### config.mk
export PLATFORM = sky130hd
export DESIGN_NAME = fft8_seq_ctrl
export DESIGN_NICKNAME = d
export VERILOG_FILES = /design/src/rtl/fft8_seq_ctrl.sv
export SDC_FILE = /design/constraint.sdc
export NUM_CORES = 2
export LEC_CHECK = 0
export CAP_MARGIN = 40
export CORE_AREA = 2 2 552 554
export CTS_CLUSTER_SIZE = 10
export DETAILED_ROUTE_END_ITERATION = 7
export DIE_AREA = 0 0 554 556
export DONT_BUFFER_PORTS = 1
export PLACE_DENSITY = 0.34
export SLEW_MARGIN = 40
export SYNTH_ARGS = -nofsm -noshare
export SYNTH_HDL_FRONTEND = slang
export SYNTH_SLANG_ARGS = --single-unit
### constraint.sdc
create_clock -name clk -period 65.1 [get_ports clk]
set_input_delay 13.02 -clock clk [delete_from_list [all_inputs] [get_ports clk]]
set_output_delay 13.02 -clock clk [all_outputs]
set_load 0.05 [all_outputs]
### src/rtl/fft8_seq_ctrl.sv
// fft8_seq_ctrl: load/settle/unload sequencer around the combinational fft8 core.
// Optional FFT8_SEQ_CTRL_IFFT_EN adds an inv port (re/im swap for the inverse transform).
module fft8_seq_ctrl #(
    parameter int SETTLE_CYC = 4,
    parameter int CNT_W      = 8
) (
    input  logic         clk,
    input  logic         rst,
    input  logic         in_valid,
    output logic         in_ready,
    input  logic [31:0]  in_re,
    input  logic [31:0]  in_im,
    output logic         out_valid,
    input  logic         out_ready,
    output logic [31:0]  out_re,
    output logic [31:0]  out_im,
    output logic         out_last,
    output logic         out_exc,
    output logic         exc_sticky,
    input  logic         exc_clr,
    output logic         busy,
    output logic [255:0] fft_a_re,
    output logic [255:0] fft_a_im,
    output logic [127:0] fft_w_re,
    output logic [127:0] fft_w_im,
    input  logic [255:0] fft_c_re,
    input  logic [255:0] fft_c_im,
    input  logic         fft_exc
`ifdef FFT8_SEQ_CTRL_IFFT_EN
    ,
    input  logic         inv
`endif
);
    typedef enum logic [1:0] {S_LOAD, S_SETTLE, S_UNLOAD} state_t;
    localparam logic [CNT_W-1:0] SETTLE_LAST = CNT_W'(SETTLE_CYC - 1);
    state_t           r_state, w_next;
    logic [2:0]       r_idx;
    logic [CNT_W-1:0] r_cnt;
    logic [31:0]      r_ld_re [8];
    logic [31:0]      r_ld_im [8];
    logic [31:0]      r_res_re [8];
    logic [31:0]      r_res_im [8];
    logic             r_out_exc, r_exc_sticky;
    logic             w_acc, w_cap, w_hs, w_in_swap, w_out_swap;
`ifdef FFT8_SEQ_CTRL_IFFT_EN
    logic             r_inv;
    // The first sample of a frame uses inv directly; later samples use the held copy.
    assign w_in_swap  = (r_idx == 3'd0) ? inv : r_inv;
    assign w_out_swap = r_inv;
`else
    assign w_in_swap  = 1'b0;
    assign w_out_swap = 1'b0;
`endif
    always_ff @(posedge clk or posedge rst) begin
        if (rst) r_state <= S_LOAD;
        else     r_state <= w_next;
    end
    always_comb begin
        w_next    = r_state;
        w_acc     = 1'b0;
        w_cap     = 1'b0;
        w_hs      = 1'b0;
        in_ready  = 1'b0;
        out_valid = 1'b0;
        busy      = 1'b0;
        case (r_state)
            S_LOAD: begin
                in_ready = 1'b1;
                w_acc    = in_valid;
                if (w_acc && r_idx == 3'd7) w_next = S_SETTLE;
            end
            S_SETTLE: begin
                busy  = 1'b1;
                w_cap = (r_cnt == SETTLE_LAST);
                if (w_cap) w_next = S_UNLOAD;
            end
            S_UNLOAD: begin
                busy      = 1'b1;
                out_valid = 1'b1;
                w_hs      = out_ready;
                if (w_hs && r_idx == 3'd7) w_next = S_LOAD;
            end
            default: w_next = S_LOAD;
        endcase
    end
    always_ff @(posedge clk or posedge rst) begin
        if (rst) begin
            r_idx        <= '0;
            r_cnt        <= '0;
            r_out_exc    <= 1'b0;
            r_exc_sticky <= 1'b0;
            for (int k = 0; k < 8; k++) begin
                r_ld_re[k]  <= '0;
                r_ld_im[k]  <= '0;
                r_res_re[k] <= '0;
                r_res_im[k] <= '0;
            end
`ifdef FFT8_SEQ_CTRL_IFFT_EN
            r_inv        <= 1'b0;
`endif
        end else begin
            if (w_acc || w_hs) r_idx <= r_idx + 3'd1;
            r_cnt <= (r_state == S_SETTLE) ? r_cnt + 1'b1 : '0;
            if (w_acc) begin
                r_ld_re[r_idx] <= w_in_swap ? in_im : in_re;
                r_ld_im[r_idx] <= w_in_swap ? in_re : in_im;
            end
`ifdef FFT8_SEQ_CTRL_IFFT_EN
            if (w_acc && r_idx == 3'd0) r_inv <= inv;
`endif
            if (w_cap) begin
                for (int k = 0; k < 8; k++) begin
                    r_res_re[k] <= fft_c_re[32*k +: 32];
                    r_res_im[k] <= fft_c_im[32*k +: 32];
                end
                r_out_exc <= fft_exc;
            end
            // A capture raising the exception beats a simultaneous clear.
            r_exc_sticky <= (r_exc_sticky & ~exc_clr) | (w_cap & fft_exc);
        end
    end
    for (genvar k = 0; k < 8; k++) begin : g_a
        assign fft_a_re[32*k +: 32] = r_ld_re[k];
        assign fft_a_im[32*k +: 32] = r_ld_im[k];
    end
    assign fft_w_re   = {32'hBF3504F3, 32'h00000000, 32'h3F3504F3, 32'h3F800000};
    assign fft_w_im   = {32'hBF3504F3, 32'hBF800000, 32'hBF3504F3, 32'h00000000};
    assign out_re     = w_out_swap ? r_res_im[r_idx] : r_res_re[r_idx];
    assign out_im     = w_out_swap ? r_res_re[r_idx] : r_res_im[r_idx];
    assign out_last   = out_valid && (r_idx == 3'd7);
    assign out_exc    = r_out_exc;
    assign exc_sticky = r_exc_sticky;
endmodule

==> metrics.yaml <==
fill_cells: 32900
place_inst: 6604
p_leak_nw: 21.4
start_util: 0.148
use_met3: 0.0723
busiest_layer: "met2"
post_cts_buffers: 0
wl_per_cell_um: 24.9
fin_cells: 6899
grt_max_degree: 94
synth_area_per_cell_um2: 16.4
cap_viol_max_count: 0
powerDensity_nw_per_um2: 67.1
start_kind: "flip-flop"
final-hold-violation-count: 0
grtUsageMet1: 0.118
status: "finished, final reports clean"
worst_skew_pair.late_latency_ns: 0.81
yosys.area.top_type: "dfrtp_1"
track_usage: 0.108
final_layout_size_suffix_gt1_frac: 0.499
post_dp_cell_area_um2: 48200
grt_pass1_vias: 24900
die-area_um2: 308000
seq_area_frac_synth: 0.583
cts.sinks: 1039
yosysMostFrequentCell: "dfrtp_1"
synth_edf_count: 0
antenna_found_initial: 178
whs_ns: 0.461
pin_count: 1420
clk_pin_slew_worst_paths_ns: 0.06
setup_viol: 0
viasPerCell: 3.40
slew_viol_final: 0
grt_pass1_wl_um: 230000
netlist_top_cells_count: "dfrtp_1, mux2_2, buf_4"
area_delta_synth_final_pct: 18.3
cts_buffers: 139
die_h_um: 556
overflow: 0
async_reset_ff_frac: 1.00
dr.pass1.iters: 6
final_area_um2: 52800
finalCriticalPeriod_ns: 16.93
antenna_left: 0
cts.htree.levels: 4
cts_root_buf: "clkbuf_16"
cts_tree: "built"
ys.flop_type: "dfrtp_1"
slew_headroom: 0.442
vias: 23500
synth_warnings: 0
end_kind: "primary output"
syn_area_um2: 44600
hpwl_um: 129000
tns_ns: 0
post_cts_resized: 0
drc: 0
irDropWorstVdd_mv: 0.0230
num_rows: 202
period_share: 0.260
drtIter0Drc: 993
synthCells: 2720
holdBufCountCts: 0
ys_ff_latch: 1039
grtUsageMet2: 0.168
yosys-top-cells-area: "dfrtp_1, mux2_2, mux4_2, buf_4, buf_6"
final.setup_skew_ns: 0.0716
wirelength_um: 172000
clockBufferDepth: 4
min_path_type: "reg -> reg"
die_w_um: 554
fin_nets: 3357
max_freq_mhz: 59.1
cp.required_ns: 52.08
rsz0062_at_grt: "false"
synth_top_area_frac: 0.583
core_um2: 302000
crit_path_max_fanout: 39
crit_type: "reg -> out"
worst_slew_pin_slew_ns: 0.837
ys_types: 34
port_buffers: 0
gp_congestion: 0.758
arrival_ns: 3.91
[cell families (layout without fill, tap and decap cells)]
kind of cell / Yosys count / in the layout / synth area share
flip-flops: 1039 / 1039 / 0.583
other: 2 / 325 / 0.000168
buffers and inverters: 405 / 283 / 0.0674
multiplexers: 1220 / 1220 / 0.340
XOR/XNOR: 7 / 7 / 0.00137
AND/OR/NAND/NOR: 35 / 35 / 0.00519
adder cells (fa/ha/maj): 6 / 6 / 0.00168
AO/OA/AOI/OAI: 6 / 6 / 0.000982
[through the flow]
step / setup WS (ns) / utilization / power, mW
after CTS: 47.70 / 0.174 / 3.61
final: 48.17 / 0.175 / 3.54
after floorplan: 22.84 / - / 2.50
after detailed placement: 48.33 / 0.159 / 2.84
after global routing: 47.81 / 0.174 / 3.72
after global placement: 48.34 / 0.159 / 2.82
[path summary, 6_finish.rpt]
kind	startpoint	to	slack [ns]	cells after the start
max	r_idx[0]$_DFFE_PP0P_	out_im[28]	48.17	4
min	r_cnt[0]$_DFF_PP0_	r_cnt[0]$_DFF_PP0_	0.46	1
max reg2reg	r_cnt[0]$_DFF_PP0_	r_res_re[154]$_DFFE_PP0P_	59.39	10
min reg2reg	r_cnt[0]$_DFF_PP0_	r_cnt[0]$_DFF_PP0_	0.46	1
max in group asynchronous	rst	fft_a_re[21]$_DFFE_PP0P_	49.97	6
min in group asynchronous	rst	fft_a_re[48]$_DFFE_PP0P_	12.07	1
[report_power, final]
part,internal [mW],leakage (nW),switching (mW)
logic,0.447,6.81,0.522
registers,0.960,12.5,0.863
clock network,0.446,2.12,0.302
total,1.85,21.4,1.69
[final cells by class]
| cell class | count | area [um^2] | area share |
|---|---|---|---|
| timing repair buffer | 54 | 623 | 0.0118 |
| sequential | 1039 | 26000 | 0.493 |
| clock inverter | 26 | 397 | 0.00752 |
| antenna | 69 | 173 | 0.00327 |
| tap | 3978 | 4980 | 0.0943 |
| clock buffer | 198 | 3950 | 0.0749 |
| inverter | 5 | 26.3 | 0.000498 |
| multi-input combinational | 1530 | 16600 | 0.315 |
[critical path: stages (launching register included)]
cell     delay (ns)
dfrtp_4        0.86
buf_6          0.55
buf_6          0.57
mux4_2         0.58
mux2_2         0.47
[layout by cell type (no fill, tap or decap), drive strengths merged]
| master | count |
|---|---|
| a21oi | 1 |
| a22oi | 1 |
| a32o | 1 |
| and2 | 9 |
| and3 | 2 |
| buf | 54 |
| bufinv | 6 |
| clkbuf | 198 |
| clkinv | 10 |
| clkinvlp | 2 |
| conb | 256 |
| dfrtp | 1039 |
| diode | 69 |
| ha | 6 |
| inv | 13 |
| mux2 | 1092 |
| mux4 | 128 |
| nand2 | 3 |
| nand2b | 3 |
| nand3 | 5 |
| nand3b | 1 |
| nor2 | 7 |
| nor2b | 1 |
| nor3 | 1 |
| nor4b | 1 |
| o21a | 1 |
| o21ai | 1 |
| o221ai | 1 |
| or3 | 2 |
| xnor2 | 5 |
| xor2 | 2 |
[sequential cells by signal, summed over array words and instances, names as in the netlist]
register / flops
exc_sticky: 1
r_res_im: 256
r_res_re: 256
r_state: 2
fft_a_im: 256
r_idx: 3
out_exc: 1
r_cnt: 8
fft_a_re: 256
[layer usage]
metal / share of wire / up-vias
met5: 0.0056 / -
li1: - / 9490
met2: 0.45 / 1157
met3: 0.15 / 393
met1: 0.36 / 12300
met4: 0.026 / 156
Power figures use the tool's default switching activity.
==> edit 1: new RTL, config.mk and constraints unchanged <==
The 3 states of `state_t` get a one-hot encoding in 3 bits.
--- a/src/rtl/fft8_seq_ctrl.sv
+++ b/src/rtl/fft8_seq_ctrl.sv
@@ -33,3 +33,3 @@
 );
-    typedef enum logic [1:0] {S_LOAD, S_SETTLE, S_UNLOAD} state_t;
+    typedef enum logic [2:0] {S_LOAD = 3'b001, S_SETTLE = 3'b010, S_UNLOAD = 3'b100} state_t;
     localparam logic [CNT_W-1:0] SETTLE_LAST = CNT_W'(SETTLE_CYC - 1);
Function: no difference found for any inputs over 4 cycles, from zero or initial values and one cycle with rst high; so few cycles prove little.
==> edit 1 against the unedited design <==
Synthesized area is 0.59% higher. Sequential cell count rose by 1. Clock power increased by 0.8%. Power is 15% lower. Utilization rose by 0.17 points. Clock skew down 0.037 ns. Routed wire length up 0.35%. Hold slack better by 0.028 ns. Final area is 0.97% higher. Setup slack lost 0.028 ns. Critical path type unchanged. Largest power group unchanged. Highest routed layer unchanged.
==> edit 1: results (changes against the unedited design) <==
| Metric | Value |
|---|---|
| Status | `completed (unchanged)` |
| Worst-path fanout max | `38 (was 39)` |
| Initial drt markers | `975 (was 993)` |
| Sequential-to-total area share from yosys stat | `58.00% (was 58.29%)` |
| Post-route insts no fill | `6896 (was 6899)` |
| DP Wirelength | `128800 um (was 129400 um)` |
| Reg2Reg Depth | `8 (was 10)` |
| Post-Place Setup Slack | `48.02 ns (was 48.33 ns)` |
| P_sw | `1454 uW (was 1687 uW)` |
| Area contributors post-synth | `dfrtp_1, mux2_2, mux4_2, buf_4, mux2_4 (was dfrtp_1, mux2_2, mux4_2, buf_4, buf_6)` |
| Mux cell area share after synthesis | `34.81% (was 34.03%)` |
| Gr usage total | `10.78% (was 10.77%)` |
| Slew @ Worst Pin | `0.8359 ns (was 0.8373 ns)` |
| Initial antenna violation count | `180 (was 178)` |
| Root Buffer | `clkbuf_16 (unchanged)` |
| First-pass GRT wire length | `230500 um (was 230200 um)` |
| # resized after CTS | `0 (unchanged)` |
| FILL cells | `32780 (was 32870)` |
| Commonest cells post-synth | `dfrtp_1, mux2_2, buf_4 (unchanged)` |
| GR Overflow Total | `0 (unchanged)` |
| Post-Place Cells | `6608 (was 6604)` |
| DR vias | `23480 (unchanged)` |
| Largest net degree at the start of global routing | `140 (was 94)` |
| Post-CTS Setup Bufs | `0 (unchanged)` |
| H-Tree Depth | `4 (unchanged)` |
| Post-Synthesis Cells | `2733 (was 2720)` |
| FF-to-FF End | `r_res_re[159] (was r_res_re[154])` |
| WHS | `0.4892 ns (was 0.4610 ns)` |
| CP Data Arrival Time | `3.94 ns (was 3.91 ns)` |
| Fraction of layout cells with a size suffix above 1 | `51.64% (was 49.89%)` |
| Synth Area in Compound Gates | `0.1422% (was 0.09818%)` |
| Synth Area in XOR/XNOR | `0.07808% (was 0.1374%)` |
| Post-synthesis adder-cell area fraction | `0.08366% (was 0.1683%)` |
| Max Root-Sink Buffers | `4 (unchanged)` |
| Worst Setup SP | `r_idx[1] (was r_idx[0])` |
| Worst skew pair latency | `0.78 ns (was 0.81 ns)` |
| Final nets | `3360 (was 3357)` |
| Max VDD drop | `0.02191 mV (was 0.02302 mV)` |
| WHS Endpoint | `r_cnt[0] (unchanged)` |
| Ys async rst share | `100.0% (unchanged)` |
| Reg2Reg Setup Slack | `61.13 ns (was 59.39 ns)` |
| Vias in the first global route | `24550 (was 24910)` |
| Hold depth | `1 (unchanged)` |
| RD Place Congestion | `0.7689 (was 0.7582)` |
| Avg WL per Cell | `24.97 um (was 24.87 um)` |
| Worst setup endpoint | `out_im[30] (was out_im[28])` |
| Final cycle utilization of the critical path | `26.05% (was 26.00%)` |
| Worst min-delay path startpoint | `r_cnt[0] (unchanged)` |
| Post-synth cell types | `40 (was 34)` |
| Clock skew | `0.03479 ns (was 0.07160 ns)` |
| CTS Buf Count | `140 (was 139)` |
| Leakage | `0.02183 uW (was 0.02143 uW)` |
| Worst reg2reg startpoint | `r_state[0] (was r_cnt[0])` |
## edit 1: cells by family (layout without fill, tap and decap cells)
| family | after synthesis | count (layout) |
|---|---|---|
| xor gates and xnor gates | 4 | 4 |
| AOI/OAI and AO/OA | 11 | 11 |
| buffers and inverters | 410 | 283 |
| muxes | 1219 | 1219 |
| and+or+nand+nor | 44 | 44 |
| other | 2 | 314 |
| DFF | 1040 | 1040 |
| adders and majority gates | 3 | 3 |
## edit 1: layout make-up
type | instances | share of cell area, %
sequential | 1040 | 48.87
multi-input combinational | 1537 | 32.02
tap | 3978 | 9.342
clock buffer | 203 | 7.510
timing repair buffer | 52 | 1.238
clock inverter | 24 | 0.7115
antenna | 58 | 0.2724
inverter | 4 | 0.04227
## edit 1: critical path, cell delays in order, from the launching register on
cell	delay [ns]
dfrtp_4	0.85
buf_4	0.64
buf_4	0.63
mux4_2	0.52
mux2_2	0.44
## edit 1: layer usage
layer  track usage [%]  vias to the layer above  wire (um)
li1                  -                     9546          -
met1             11.78                    12240      62680
met2             17.26                     1141      79740
met3             7.056                      396      24720
met4             2.511                      164       4002
met5                 0                        -       1038
## edit 1: power by group through the flow
stage	clock network, uW	registers [uW]	logic [uW]
2_1_floorplan	0	1490	582
3_3_place_gp	0	1610	686
3_5_place_dp	0	1610	696
4_1_cts	788	1600	697
5_1_grt	811	1610	731
6_report	753	1580	682
## edit 1: stage by stage
step / cell area [um^2] / total power (uW) / util (%)
after floorplan: 45820 / 2068 / -
after global placement: 48450 / 2298 / 16.04
after detailed placement: 48680 / 2307 / 16.12
after CTS: 53060 / 3082 / 17.57
after global routing: 53180 / 3155 / 17.61
final: 53280 / 3020 / 17.64
==> edit 2: new RTL, config.mk and constraints unchanged <==
Made on the original files. Change the parameter `CNT_W` from 8 to 10.
--- a/src/rtl/fft8_seq_ctrl.sv
+++ b/src/rtl/fft8_seq_ctrl.sv
@@ -4,3 +4,3 @@
     parameter int SETTLE_CYC = 4,
-    parameter int CNT_W      = 8
+    parameter int CNT_W      = 10
 ) (
Formal check against the unedited RTL: no difference found for any inputs over 4 cycles, from zero or initial values and one cycle with rst high; that may be too few to reach the edited logic, so the function may still have changed.
==> edit 2 against the unedited design <==
Synthesized area hardly changed. Register-to-register slack got worse by 0.99 ns. Routed wire length rose by 1.5%. Setup slack got worse by 0.80 ns. Global-route usage grew 0.12 points. Final area grew 0.23%. First-iteration DRC count is 7.4% lower. Sequential cell count grew 2.
Power is not compared: it rests on default switching activity, and its combinational part moved more than twofold at a synthesized area within 25%.
==> edit 2: results (changes against the unedited design) <==
| Metric | Value |
|---|---|
| #MultiIn Comb | `1542 (was 1530)` |
| WL final | `174100 um (was 171600 um)` |
| Clock skew | `0.03880 ns (was 0.07160 ns)` |
| Commonest cells post-synth | `mux2_2, dfrtp_1, buf_4 (was dfrtp_1, mux2_2, buf_4)` |
| Register Area | `26060 um^2 (was 26010 um^2)` |
| Initial drt markers | `920 (was 993)` |
| Signal buf overhead | `1.102% (was 1.181%)` |
| Leakage | `0.02297 uW` |
| Vias in the first global route | `24920 (was 24910)` |
| Worst min-delay path startpoint | `r_cnt[0] (unchanged)` |
| DRT Pass-1 Iters | `4 (was 6)` |
| Clkbuf count | `205 (was 198)` |
| Reg2Reg Setup Slack | `58.40 ns (was 59.39 ns)` |
| CP max-delay cell | `mux4_2 (was dfrtp_4)` |
| ClkCell Share | `8.254% (was 8.239%)` |
| Worst-path fanout max | `30 (was 39)` |
| Diodes inserted | `95 (was 69)` |
| Final nets | `3374 (was 3357)` |
| DP Wirelength | `131000 um (was 129400 um)` |
| Post-synth cell types | `37 (was 34)` |
| FILL cells | `32830 (was 32870)` |
| CP Data Arrival Time | `4.71 ns (was 3.91 ns)` |
| WL met2 | `79610 um (was 77970 um)` |
| FF-to-FF End | `r_res_re[4] (was r_res_re[154])` |
| WHS | `0.4811 ns (was 0.4610 ns)` |
| Reg2Reg Depth | `13 (was 10)` |
| Mean Syn Cell Area | `16.31 um^2 (was 16.40 um^2)` |
| Initial antenna violation count | `190 (was 178)` |
| Area contributors post-synth | `dfrtp_1, mux2_2, mux4_2, buf_4, buf_6 (unchanged)` |
| DR vias | `23630 (was 23480)` |
| Clock transition at path regs | `0.05 ns` |
| Max-slew violation count | `0 (unchanged)` |
| RD Place Congestion | `0.7657 (was 0.7582)` |
| Slew @ Worst Pin | `0.8214 ns (was 0.8373 ns)` |
| Sequential-to-total area share from yosys stat | `58.34% (was 58.29%)` |
| Met3 Wirelength | `24820 um (was 25600 um)` |
| Yosys reg bits | `1041 (was 1039)` |
| Largest net degree at the start of global routing | `139 (was 94)` |
| Post-Place Cells | `6621 (was 6604)` |
| Post-Place Setup Slack | `47.32 ns (was 48.33 ns)` |
| DP Area | `48220 um^2 (was 48160 um^2)` |
| Non-clock inverters | `9 (was 5)` |
| Fraction of layout cells with a size suffix above 1 | `51.39% (was 49.89%)` |
| GR Util met2 | `17.23% (was 16.81%)` |
| Synthesized cell area | `44650 um^2 (was 44610 um^2)` |
| Max Root-Sink Buffers | `4 (unchanged)` |
| Status | `completed (unchanged)` |
| Met1 Usage GRT | `11.28% (was 11.77%)` |
==> edit 2: worst max-delay path by stage <==
| stage | endpoint | slack, ns | from |
|---|---|---|---|
| 4_1_cts | out_re[1] | 47.04 | r_idx[0] |
| 6_report | out_im[29] | 47.37 | r_idx[0] |
| 5_1_grt | out_re[1] | 46.93 | r_idx[0] |
| 2_1_floorplan | exc_sticky | 22.78 | rst |
| 3_5_place_dp | r_res_im[221] | 47.32 | rst |
| 3_3_place_gp | r_res_im[125] | 46.94 | rst |
==> edit 2: cells by family after synthesis <==
kind of cell    synth area share (%)
mux                            33.95
flops                          58.34
buf+inv                        6.669
simple gates                  0.5409
compound gates                0.1373
xor+xnor                      0.1766
fa+ha+maj                     0.1681
other cells                  0.01682
==> edit 2: where the power goes <==
part	internal [uW]	switching, uW	leakage, uW
logic	222	213	0.00731
clock network	442	306	0.00212
registers	820	769	0.0135
total	1480	1290	0.0230
